<file path="config.mk">
export PLATFORM = sky130hd
export DESIGN_NAME = lsu_ctrl
export DESIGN_NICKNAME = d
export VERILOG_FILES = /design/src/rtl/lsu_ctrl.sv
export SDC_FILE = /design/constraint.sdc
export NUM_CORES = 1
export LEC_CHECK = 0
export CORE_ASPECT_RATIO = 2
export CORE_MARGIN = 4
export CORE_UTILIZATION = 49
export DETAILED_ROUTE_END_ITERATION = 10
export PLACE_DENSITY = 0.87
export SLEW_MARGIN = 25
export SYNTH_ARGS = -nofsm -noshare
export SYNTH_HDL_FRONTEND = slang
export SYNTH_SLANG_ARGS = --single-unit
</file>
<file path="constraint.sdc">
create_clock -name i_clk -period 7.45 [get_ports i_clk]
set_input_delay 0.745 -clock i_clk [delete_from_list [all_inputs] [get_ports i_clk]]
set_output_delay 0.745 -clock i_clk [all_outputs]
set_load 0.05 [all_outputs]
</file>
<file path="src/rtl/lsu_ctrl.sv">
// Load/store sequencer between the RV32I execute stage and a single-outstanding
// req/gnt/rvld data bus; faults (misaligned, illegal, timeout) never reach the bus.
module lsu_ctrl #(
    parameter int TIMEOUT = 255
) (
    input  logic        i_clk,
    input  logic        i_rst,
    input  logic        i_ld,
    input  logic        i_st,
    input  logic [2:0]  i_funct3,
    input  logic [31:0] i_addr,
    input  logic [31:0] i_wdata,
    output logic        o_stall,
    output logic [31:0] o_rdata,
    output logic        o_rdata_vld,
    output logic        o_fault,
    output logic [1:0]  o_fault_cause,
    output logic        o_bus_req,
    output logic        o_bus_we,
    output logic [31:0] o_bus_addr,
    output logic [3:0]  o_bus_be,
    output logic [31:0] o_bus_wdata,
    input  logic        i_bus_gnt,
    input  logic        i_bus_rvld,
    input  logic [31:0] i_bus_rdata
);

    localparam int CW = $clog2(TIMEOUT + 1);
    localparam logic [CW-1:0] CNT_LAST = CW'(TIMEOUT - 1);

    typedef enum logic [1:0] {
        S_IDLE = 2'b00,
        S_REQ  = 2'b01,
        S_WAIT = 2'b10,
        S_DONE = 2'b11
    } state_t;

    state_t        r_state;
    state_t        w_next;
    logic [CW-1:0] r_cnt;
    logic [2:0]    r_f3;
    logic [1:0]    r_off;
    logic          r_we;
    logic [31:0]   r_addr;
    logic [3:0]    r_be;
    logic [31:0]   r_wdata;
    logic          r_req;
    logic [31:0]   r_rdata;
    logic          r_rdata_vld;
    logic          r_fault;
    logic [1:0]    r_cause;

    logic          w_illegal;
    logic          w_misal;
    logic          w_tmo;
    logic          w_issue;
    logic          w_cap;
    logic          w_flt;
    logic [1:0]    w_cause;

    function automatic logic [3:0] calc_be(input logic [2:0] f3, input logic [1:0] off);
        logic [3:0] be;
        case (f3[1:0])
            2'b00:   be = 4'b0001 << off;
            2'b01:   be = 4'b0011 << {off[1], 1'b0};
            default: be = 4'b1111;
        endcase
        return be;
    endfunction

    function automatic logic [31:0] calc_wdata(input logic [2:0] f3, input logic [31:0] d);
        logic [31:0] wd;
        case (f3[1:0])
            2'b00:   wd = {4{d[7:0]}};
            2'b01:   wd = {2{d[15:0]}};
            default: wd = d;
        endcase
        return wd;
    endfunction

    function automatic logic [31:0] fmt_load(input logic [2:0] f3, input logic [1:0] off,
                                             input logic [31:0] word);
        logic [31:0] sh_b;
        logic [31:0] sh_h;
        logic [31:0] res;
        sh_b = word >> {off, 3'b000};
        sh_h = word >> {off[1], 4'b0000};
        case (f3)
            3'b000:  res = {{24{sh_b[7]}}, sh_b[7:0]};
            3'b001:  res = {{16{sh_h[15]}}, sh_h[15:0]};
            3'b100:  res = {24'h000000, sh_b[7:0]};
            3'b101:  res = {16'h0000, sh_h[15:0]};
            default: res = word;
        endcase
        return res;
    endfunction

    // lhu (101) shares the halfword size code; 011 is never a legal size.
    assign w_illegal = (i_ld & i_st)
                     | (i_ld & ((i_funct3 == 3'b011) | (i_funct3[2:1] == 2'b11)))
                     | (i_st & (i_funct3 >= 3'b011));
    assign w_misal   = ((i_funct3[1:0] == 2'b01) & i_addr[0])
                     | ((i_funct3[1:0] == 2'b10) & (i_addr[1:0] != 2'b00));
    assign w_tmo     = (r_cnt == CNT_LAST);

    // State register.
    always_ff @(posedge i_clk or posedge i_rst) begin
        if (i_rst) begin
            r_state <= S_IDLE;
        end else begin
            r_state <= w_next;
        end
    end

    // Next-state logic; a grant or data beat in the last counted cycle beats the timeout.
    always_comb begin
        w_next  = r_state;
        w_issue = 1'b0;
        w_cap   = 1'b0;
        w_flt   = 1'b0;
        w_cause = 2'b00;
        case (r_state)
            S_IDLE: begin
                if (i_ld | i_st) begin
                    if (w_illegal) begin
                        w_next  = S_DONE;
                        w_flt   = 1'b1;
                        w_cause = 2'b10;
                    end else if (w_misal) begin
                        w_next  = S_DONE;
                        w_flt   = 1'b1;
                        w_cause = 2'b01;
                    end else begin
                        w_next  = S_REQ;
                        w_issue = 1'b1;
                    end
                end else begin
                    w_next = S_IDLE;
                end
            end
            S_REQ: begin
                if (i_bus_gnt) begin
                    if (r_we) begin
                        w_next = S_DONE;
                    end else if (i_bus_rvld) begin
                        w_next = S_DONE;
                        w_cap  = 1'b1;
                    end else begin
                        w_next = S_WAIT;
                    end
                end else if (w_tmo) begin
                    w_next  = S_DONE;
                    w_flt   = 1'b1;
                    w_cause = 2'b11;
                end else begin
                    w_next = S_REQ;
                end
            end
            S_WAIT: begin
                if (i_bus_rvld) begin
                    w_next = S_DONE;
                    w_cap  = 1'b1;
                end else if (w_tmo) begin
                    w_next  = S_DONE;
                    w_flt   = 1'b1;
                    w_cause = 2'b11;
                end else begin
                    w_next = S_WAIT;
                end
            end
            S_DONE:  w_next = S_IDLE;
            default: w_next = S_IDLE;
        endcase
    end

    // Stall output: combinational in IDLE so the request is held on its first cycle.
    always_comb begin
        o_stall = 1'b0;
        case (r_state)
            S_IDLE:  o_stall = i_ld | i_st;
            S_REQ:   o_stall = 1'b1;
            S_WAIT:  o_stall = 1'b1;
            S_DONE:  o_stall = 1'b0;
            default: o_stall = 1'b0;
        endcase
    end

    // Registered bus fields, timeout counter, and completion pulses.
    always_ff @(posedge i_clk or posedge i_rst) begin
        if (i_rst) begin
            r_cnt       <= '0;
            r_f3        <= 3'b000;
            r_off       <= 2'b00;
            r_we        <= 1'b0;
            r_addr      <= 32'h0000_0000;
            r_be        <= 4'b0000;
            r_wdata     <= 32'h0000_0000;
            r_req       <= 1'b0;
            r_rdata     <= 32'h0000_0000;
            r_rdata_vld <= 1'b0;
            r_fault     <= 1'b0;
            r_cause     <= 2'b00;
        end else begin
            if (w_issue) begin
                r_cnt   <= '0;
                r_f3    <= i_funct3;
                r_off   <= i_addr[1:0];
                r_we    <= i_st;
                r_addr  <= {i_addr[31:2], 2'b00};
                r_be    <= calc_be(i_funct3, i_addr[1:0]);
                r_wdata <= calc_wdata(i_funct3, i_wdata);
            end else if ((r_state == S_REQ) || (r_state == S_WAIT)) begin
                r_cnt <= r_cnt + CW'(1);
            end else begin
                r_cnt <= r_cnt;
            end
            r_req       <= (w_next == S_REQ);
            r_rdata_vld <= w_cap;
            r_fault     <= w_flt;
            r_cause     <= w_cause;
            if (w_cap) begin
                r_rdata <= fmt_load(r_f3, r_off, i_bus_rdata);
            end else begin
                r_rdata <= r_rdata;
            end
        end
    end

    assign o_rdata       = r_rdata;
    assign o_rdata_vld   = r_rdata_vld;
    assign o_fault       = r_fault;
    assign o_fault_cause = r_cause;
    assign o_bus_req     = r_req;
    assign o_bus_we      = r_we;
    assign o_bus_addr    = r_addr;
    assign o_bus_be      = r_be;
    assign o_bus_wdata   = r_wdata;

endmodule

</file>
==> results of run 1 <==
area by class of cell:
| class | count | area (um^2) | area share [%] |
|---|---|---|---|
| Inverter | 19 | 73.8 | 0.858 |
| Tap cell | 145 | 181 | 2.11 |
| Sequential cell | 119 | 2980 | 34.6 |
| Multi-Input combinational cell | 353 | 2610 | 30.4 |
| Clock inverter | 15 | 193 | 2.24 |
| Timing Repair Buffer | 215 | 2140 | 24.9 |
| Clock buffer | 17 | 425 | 4.94 |
state kept, by name (all words and copies together), names as in the netlist, 2 cells and up:
name,count
o_bus_be,4
o_fault_cause,2
r_cnt,8
o_bus_wdata,32
r_off,2
o_bus_addr,30
o_rdata,32
r_state,2
r_f3,3
through the flow:
stage               cells  setup slack (ps)  area (um^2)  utilization [%]
CTS                   883              4190         8600             73.1
global route          883              4070         8600             73.1
detailed placement    851              3990         7980             67.8
finish                883              4210         8600             73.1
floorplan             522              3550         5880                -
global placement      851              4090         7980             67.8
metal layers:
layer,global-route usage [%],part of all wire (%)
met1,26.0,34
met2,44.3,54
met5,0,0
met4,14.3,4.9
met3,6.68,7.4
placed cells by master (no fill, tap or decap), types with 3 or more instances in the layout:
cell and n:
clkdlybuf4s50_1 209, dfrtp_1 119, mux2_2 52, nor2_1 52, nand2_1 51, mux2_4 31
a21oi_1 29, o21ai_0 20, inv_1 17, clkbuf_16 17, nor2b_1 16, mux2i_1 10
o31ai_1 10, nor3b_1 9, nor3_1 9, a221oi_1 8, xor2_1 6, ha_1 6
clkinv_4 5, buf_4 5, xnor2_1 4, nand2b_1 4, inv_6 4, bufinv_16 3
worst paths after layout:
kind | slack, ps | endpoint | depth (start not counted)
setup / recovery | 4210 | o_stall | 5
hold / removal | 480 | o_bus_be[0] | 2
setup reg to reg | 4930 | o_rdata[10] | 6
hold reg to reg | 480 | o_bus_be[0] | 2
max in group asynchronous | 5360 | o_bus_wdata[29] | 3
min in group asynchronous | 760 | o_bus_addr[15] | 2
critical path, stage by stage (launching register included):
cell and delay [ps]:
dfrtp_1 410, inv_1 110, ha_1 370, o21ai_0 250, o21ai_0 130, clkdlybuf4s50_1 830
power groups by stage:
stage | Sequential (uW) | Combinational (uW) | Clock, uW
finish | 1180 | 2500 | 857
global route | 1230 | 2610 | 900
CTS | 1180 | 2510 | 868
detailed placement | 1180 | 2490 | 0
global placement | 1170 | 2440 | 0
floorplan | 2100 | 732 | 0
cell families after synthesis:
kind of cell / count (synthesis)
buf+inv: 50
flops: 119
simple gates: 155
compound gates: 86
xor+xnor: 10
fa+ha+maj: 6
mux: 94
other cells: 1
==> results.yml, run 1 <==
die:
  die_w_um: 85.4
  initial_core_util_pct: 49.9
  die_h_um: 163
  placementRows: 56
  core_area_um2: 11800
  dieArea_um2: 13900
  boundaryPins: 212
logic_synthesis:
  synth_top_family_by_area: "multiplexers"
  synth_most_common_cell: "dfrtp_1"
  synth_common_cells: "dfrtp_1 (119), mux2_2 (52), nor2_1 (52), nand2_1 (51), mux2_4 (31)"
  netlist-cell-type-count: 52
  synth_top_flop_cell: "dfrtp_1"
  yosys_register_bits: 119
  yosysTopAreaCellShare_pct: 50.7
  ys_seq_area_share_pct: 50.7
  synth-async-reset-ratio_pct: 100
  muxShareOfSynthArea_pct: 19.8
  synthTopCellsByArea: "dfrtp_1 (51%), mux2_2 (10%), mux2_4 (7.9%)"
  synth_top_area_cell: "dfrtp_1"
  yosys.area_share.simple_pct: 12.4
  yosysWarnings: 0
  synth_edf_count: 0
  postSynthAreaPerCell_um2: 11.3
  synthCells: 521
  synth_fa_ha_area_share_pct: 1.28
  synth_area_um2: 5880
  synth_compound_area_share_pct: 9.37
  synthXorXnorAreaFrac_pct: 1.49
sta:
  holdWs_ps: 477
  finalCritPeriodShare_pct: 43.5
  grt_setup_unrepaired: "no"
  report.final.slew_viol_count: 0
  max_clock_freq_mhz: 308
  setup_tns_ps: 0
  period_minus_slack_ps: 3240
  worst_pin_slew_ps: 863
  skew_ps: 9.35
  finalHoldViolCount: 0
  max_slew_margin_pct: 42.5
  setup_viol_count_final: 0
critical_path:
  startpoint_type: "flip-flop"
  crit_path_start: "r_state[0]"
  r2r_start: "r_state[1]"
  critical_path_class: "reg -> out"
  required_ps: 6700
  cp-end-kind: "output port"
  worstPathArrival_ps: 2500
  worstPathMaxFanout: 9
clocking:
  clk_root_buffer_cell: "clkbuf_16"
  cts_setup_buffers: 0
  hold_buffers: 0
  cts.clk_slew.worst_paths_ps: 60
  cts.htree.levels: 4
  clock_latency_ps: 410
  clock-sinks: 119
  cts_buffers: 17
  cts_tree: "built"
  cts_resized: 0
  cts_buffer_depth: 2
power:
  vdd_drop_max_uv: 361
  combPwrFrac_pct: 55.0
  powerDensity_nw_per_um2: 527
  switching_share_pct: 46.8
  power.net_switching_uw: 2120
  power.clock.fraction_pct: 18.9
  power.share.sequential_pct: 26.1
  leakagePower_uw: 0.00368
  p_total_uw: 4540
  intPower_uw: 2410
global_routing:
  grt_overflow: 0
  grt_max_degree: 77
  grt_pass1_vias: 5371
  grt_usage_pct: 25.0
  grt_antenna_before_repair: 0
  grt_pass1_wl_mm: 27.2
finish:
  antennaDiodeCount: 0
  layout.nets: 836
  nFillCells: 805
  areaGrowthSynthToFinish_pct: 46.4
  drive_gt1_share_pct: 17.8
routing:
  vias: 4890
  drc_errors: 0
  dr.pass1.iters: 4
  vias_per_cell: 5.54
  drt_iter0_drc: 165
  post_drt_wl_per_cell_um: 19.5
  wl_mm: 17.2
  ant_nets: 0
run:
  drv_cap: 0
min_path:
  hp-class: "reg -> reg"
  min-delay-start: "o_bus_be[0]"
place:
  place_hpwl_mm: 12.5
  portBuffers: 209
  gp_congestion: 0.910
run_status:
  status: "finished, final reports clean"
(Power assumes the default switching activity.)
==> inputs of run 2 (changes only) <==
--- a/config.mk
+++ b/config.mk
@@ -7,9 +7,9 @@
 export LEC_CHECK = 0
 export CORE_ASPECT_RATIO = 2
 export CORE_MARGIN = 4
-export CORE_UTILIZATION = 49
+export CORE_UTILIZATION = 45
 export DETAILED_ROUTE_END_ITERATION = 10
-export PLACE_DENSITY = 0.87
+export PLACE_DENSITY = 0.8
 export SLEW_MARGIN = 25
 export SYNTH_ARGS = -nofsm -noshare
 export SYNTH_HDL_FRONTEND = slang
==> constraint.sdc (replaced) <==
create_clock -name i_clk -period 3.1 [get_ports i_clk]
set_input_delay 0.31 -clock i_clk [delete_from_list [all_inputs] [get_ports i_clk]]
set_output_delay 0.31 -clock i_clk [all_outputs]
set_load 0.05 [all_outputs]
==> run 2 against run 1 <==
  * Sequential power rose by 140%
  * First-iteration DRC count shrank 3.0%
  * Via count decreased by 0.72%
  * Cell count rose by 1.0%
  * Register-to-register slack got worse by 4200 ps
  * Combinational power is 140% higher
  * Clock skew is 1.8 ps higher
  * Non-clock buffer count increased by 6
==> results.yml, run 2 (synthesis gave the netlist of run 1 again) <==
clocking:
  clock-sinks: 119
  cts_buffer_depth: 2
  clock_latency_ps: 410
  cts_buffers: 17
  cts_tree: "built"
  cts.clk_slew.worst_paths_ps: 60
  clk_root_buffer_cell: "clkbuf_16"
  cts_resized: 0
  cts_setup_buffers: 0
  hold_buffers: 0
  cts.htree.levels: 4
critical_path:
  cp-end-kind: "output port"
  startpoint_type: "flip-flop"
  path_cells: "inv_1 > ha_1 > inv_1 > o21ai_0 > clkdlybuf4s50_1"
  timing.rr.end: "o_rdata[9]"
  worstPathArrival_ps: 2410
  slowest_delay_ps: 840
  crit_path_start: "r_state[1]"
  slowest_stage: "clkdlybuf4s50_1"
  path_common_cell: "inv_1"
  critical_path_class: "reg -> out"
  crit_end: "o_stall"
  r2r_start: "r_state[1]"
  required_ps: 2790
  cp.depth: 5
  path_buf_inv: 3
  r2r_slack_ps: 700
  r2r_cells: 6
  worstPathMaxFanout: 9
  critical_path.top_delay_family: "buffers and inverters"
global_routing:
  grt_max_degree: 46
  grt_usage_pct: 23.5
  grt_overflow: 0
  grt_pass1_wl_mm: 27.0
  grt_pass1_vias: 5342
  grt_antenna_before_repair: 0
finish:
  final_cells: 892
  layout.nets: 842
  antennaDiodeCount: 0
  fin_util_pct: 68.0
  drive_gt1_share_pct: 18.1
  nFillCells: 930
  areaGrowthSynthToFinish_pct: 46.9
  multi_input_area_um2: 2610
  layout_commonest_cell: "clkdlybuf4s50_1"
  most-common-layout-cells: "clkdlybuf4s50_1 (209), dfrtp_1 (119), mux2_2 (52), nor2_1 (52), nand2_1 (51)"
  regArea_um2: 2980
place:
  portBuffers: 209
  place_hpwl_mm: 13.1
  gp_congestion: 0.893
  dpl.cell_count: 862
  pre_cts_ws_ps: 476
sta:
  finalCritPeriodShare_pct: 87.9
  skew_ps: 11.2
  report.final.slew_viol_count: 0
  period_minus_slack_ps: 2720
  finalHoldViolCount: 0
  setup_viol_count_final: 0
  worst_pin_slew_ps: 796
  grt_setup_unrepaired: "no"
  finalWorstSetupSlack_ps: 375
  setup_tns_ps: 0
  max_clock_freq_mhz: 367
  max_slew_margin_pct: 46.8
die:
  initial_core_util_pct: 46.3
  die_h_um: 170
  placementRows: 58
  boundaryPins: 212
  core_area_um2: 12700
  dieArea_um2: 15100
  die_w_um: 88.8
routing:
  ant_nets: 0
  vias: 4855
  met3_length_mm: 1.14
  wl_met2_mm: 9.47
  highest_layer: "met4"
  drt_iter0_drc: 160
  vias_per_cell: 5.44
  wl_mm: 17.4
  wl_met1_mm: 6.03
  dr.pass1.iters: 5
  drc_errors: 0
  post_drt_wl_per_cell_um: 19.5
power:
  leakagePower_uw: 0.00370
  vdd_drop_max_uv: 845
  powerDensity_nw_per_um2: 1250
  p_total_uw: 10800
run_status:
  status: "finished, final reports clean"
min_path:
  hp-class: "in -> async"
run:
  drv_cap: 0
## run 2: cell types whose count changed in the layout (fill, tap and decap cells not counted), moves of 2 or more
cell        before  now
inv_6            4    0
buf_12           0    3
buf_4            5    9
clkbuf_8         0    2
clkinv_4         5    0
clkinvlp_4       1    3
clkinv_2         1    6
## run 2: cell type report
type                            count  area share, %
Clock buffer                       20           5.29
Multi-Input combinational cell    353           30.3
Clock inverter                     10           1.22
Inverter                           19          0.869
Tap cell                          150           2.17
Sequential cell                   119           34.5
Timing Repair Buffer              221           25.7
## run 2: stage by stage
| step | area (um^2) | hold slack [ps] |
|---|---|---|
| finish | 8630 | 396 |
| global route | 8630 | 446 |
| CTS | 8630 | 404 |
| detailed placement | 8070 | 466 |
| global placement | 8070 | 465 |
| floorplan | 5890 | 408 |
## run 2: worst reg2reg max path, delay by kind of cell (launching register included)
kind,cells,cell delay (ps)
AOI/OAI and AO/OA,2,990
DFF,1,370
buffers and inverters,2,530
adders and majority gates,1,200
and+or+nand+nor,1,180
## run 2: how the worst min path moves through the flow
stage	from	end	slack [ps]	cells after the start
floorplan	i_addr[1]	o_bus_be[0]	410	1
global placement	o_rdata[2]	o_rdata[2]	470	2
detailed placement	o_rdata[2]	o_rdata[2]	470	2
CTS	i_rst	o_bus_addr[13]	400	2
global route	i_rst	o_bus_addr[13]	450	2
finish	i_rst	o_bus_addr[13]	400	2
## run 2: power breakdown
group          leakage (uW)  internal (uW)  total, uW  switching (uW)
combinational       0.00198           2220       5990            3770
sequential          0.00144           2320       2870             555
clock              0.000277           1210       1900             691
## run 2: layer usage
metal | vias up | GRT usage [%]
met4 | 0 | 13.4
met5 | - | 0
met1 | 2333 | 24.6
met3 | 52 | 5.20
met2 | 252 | 41.6
li1 | 2218 | -
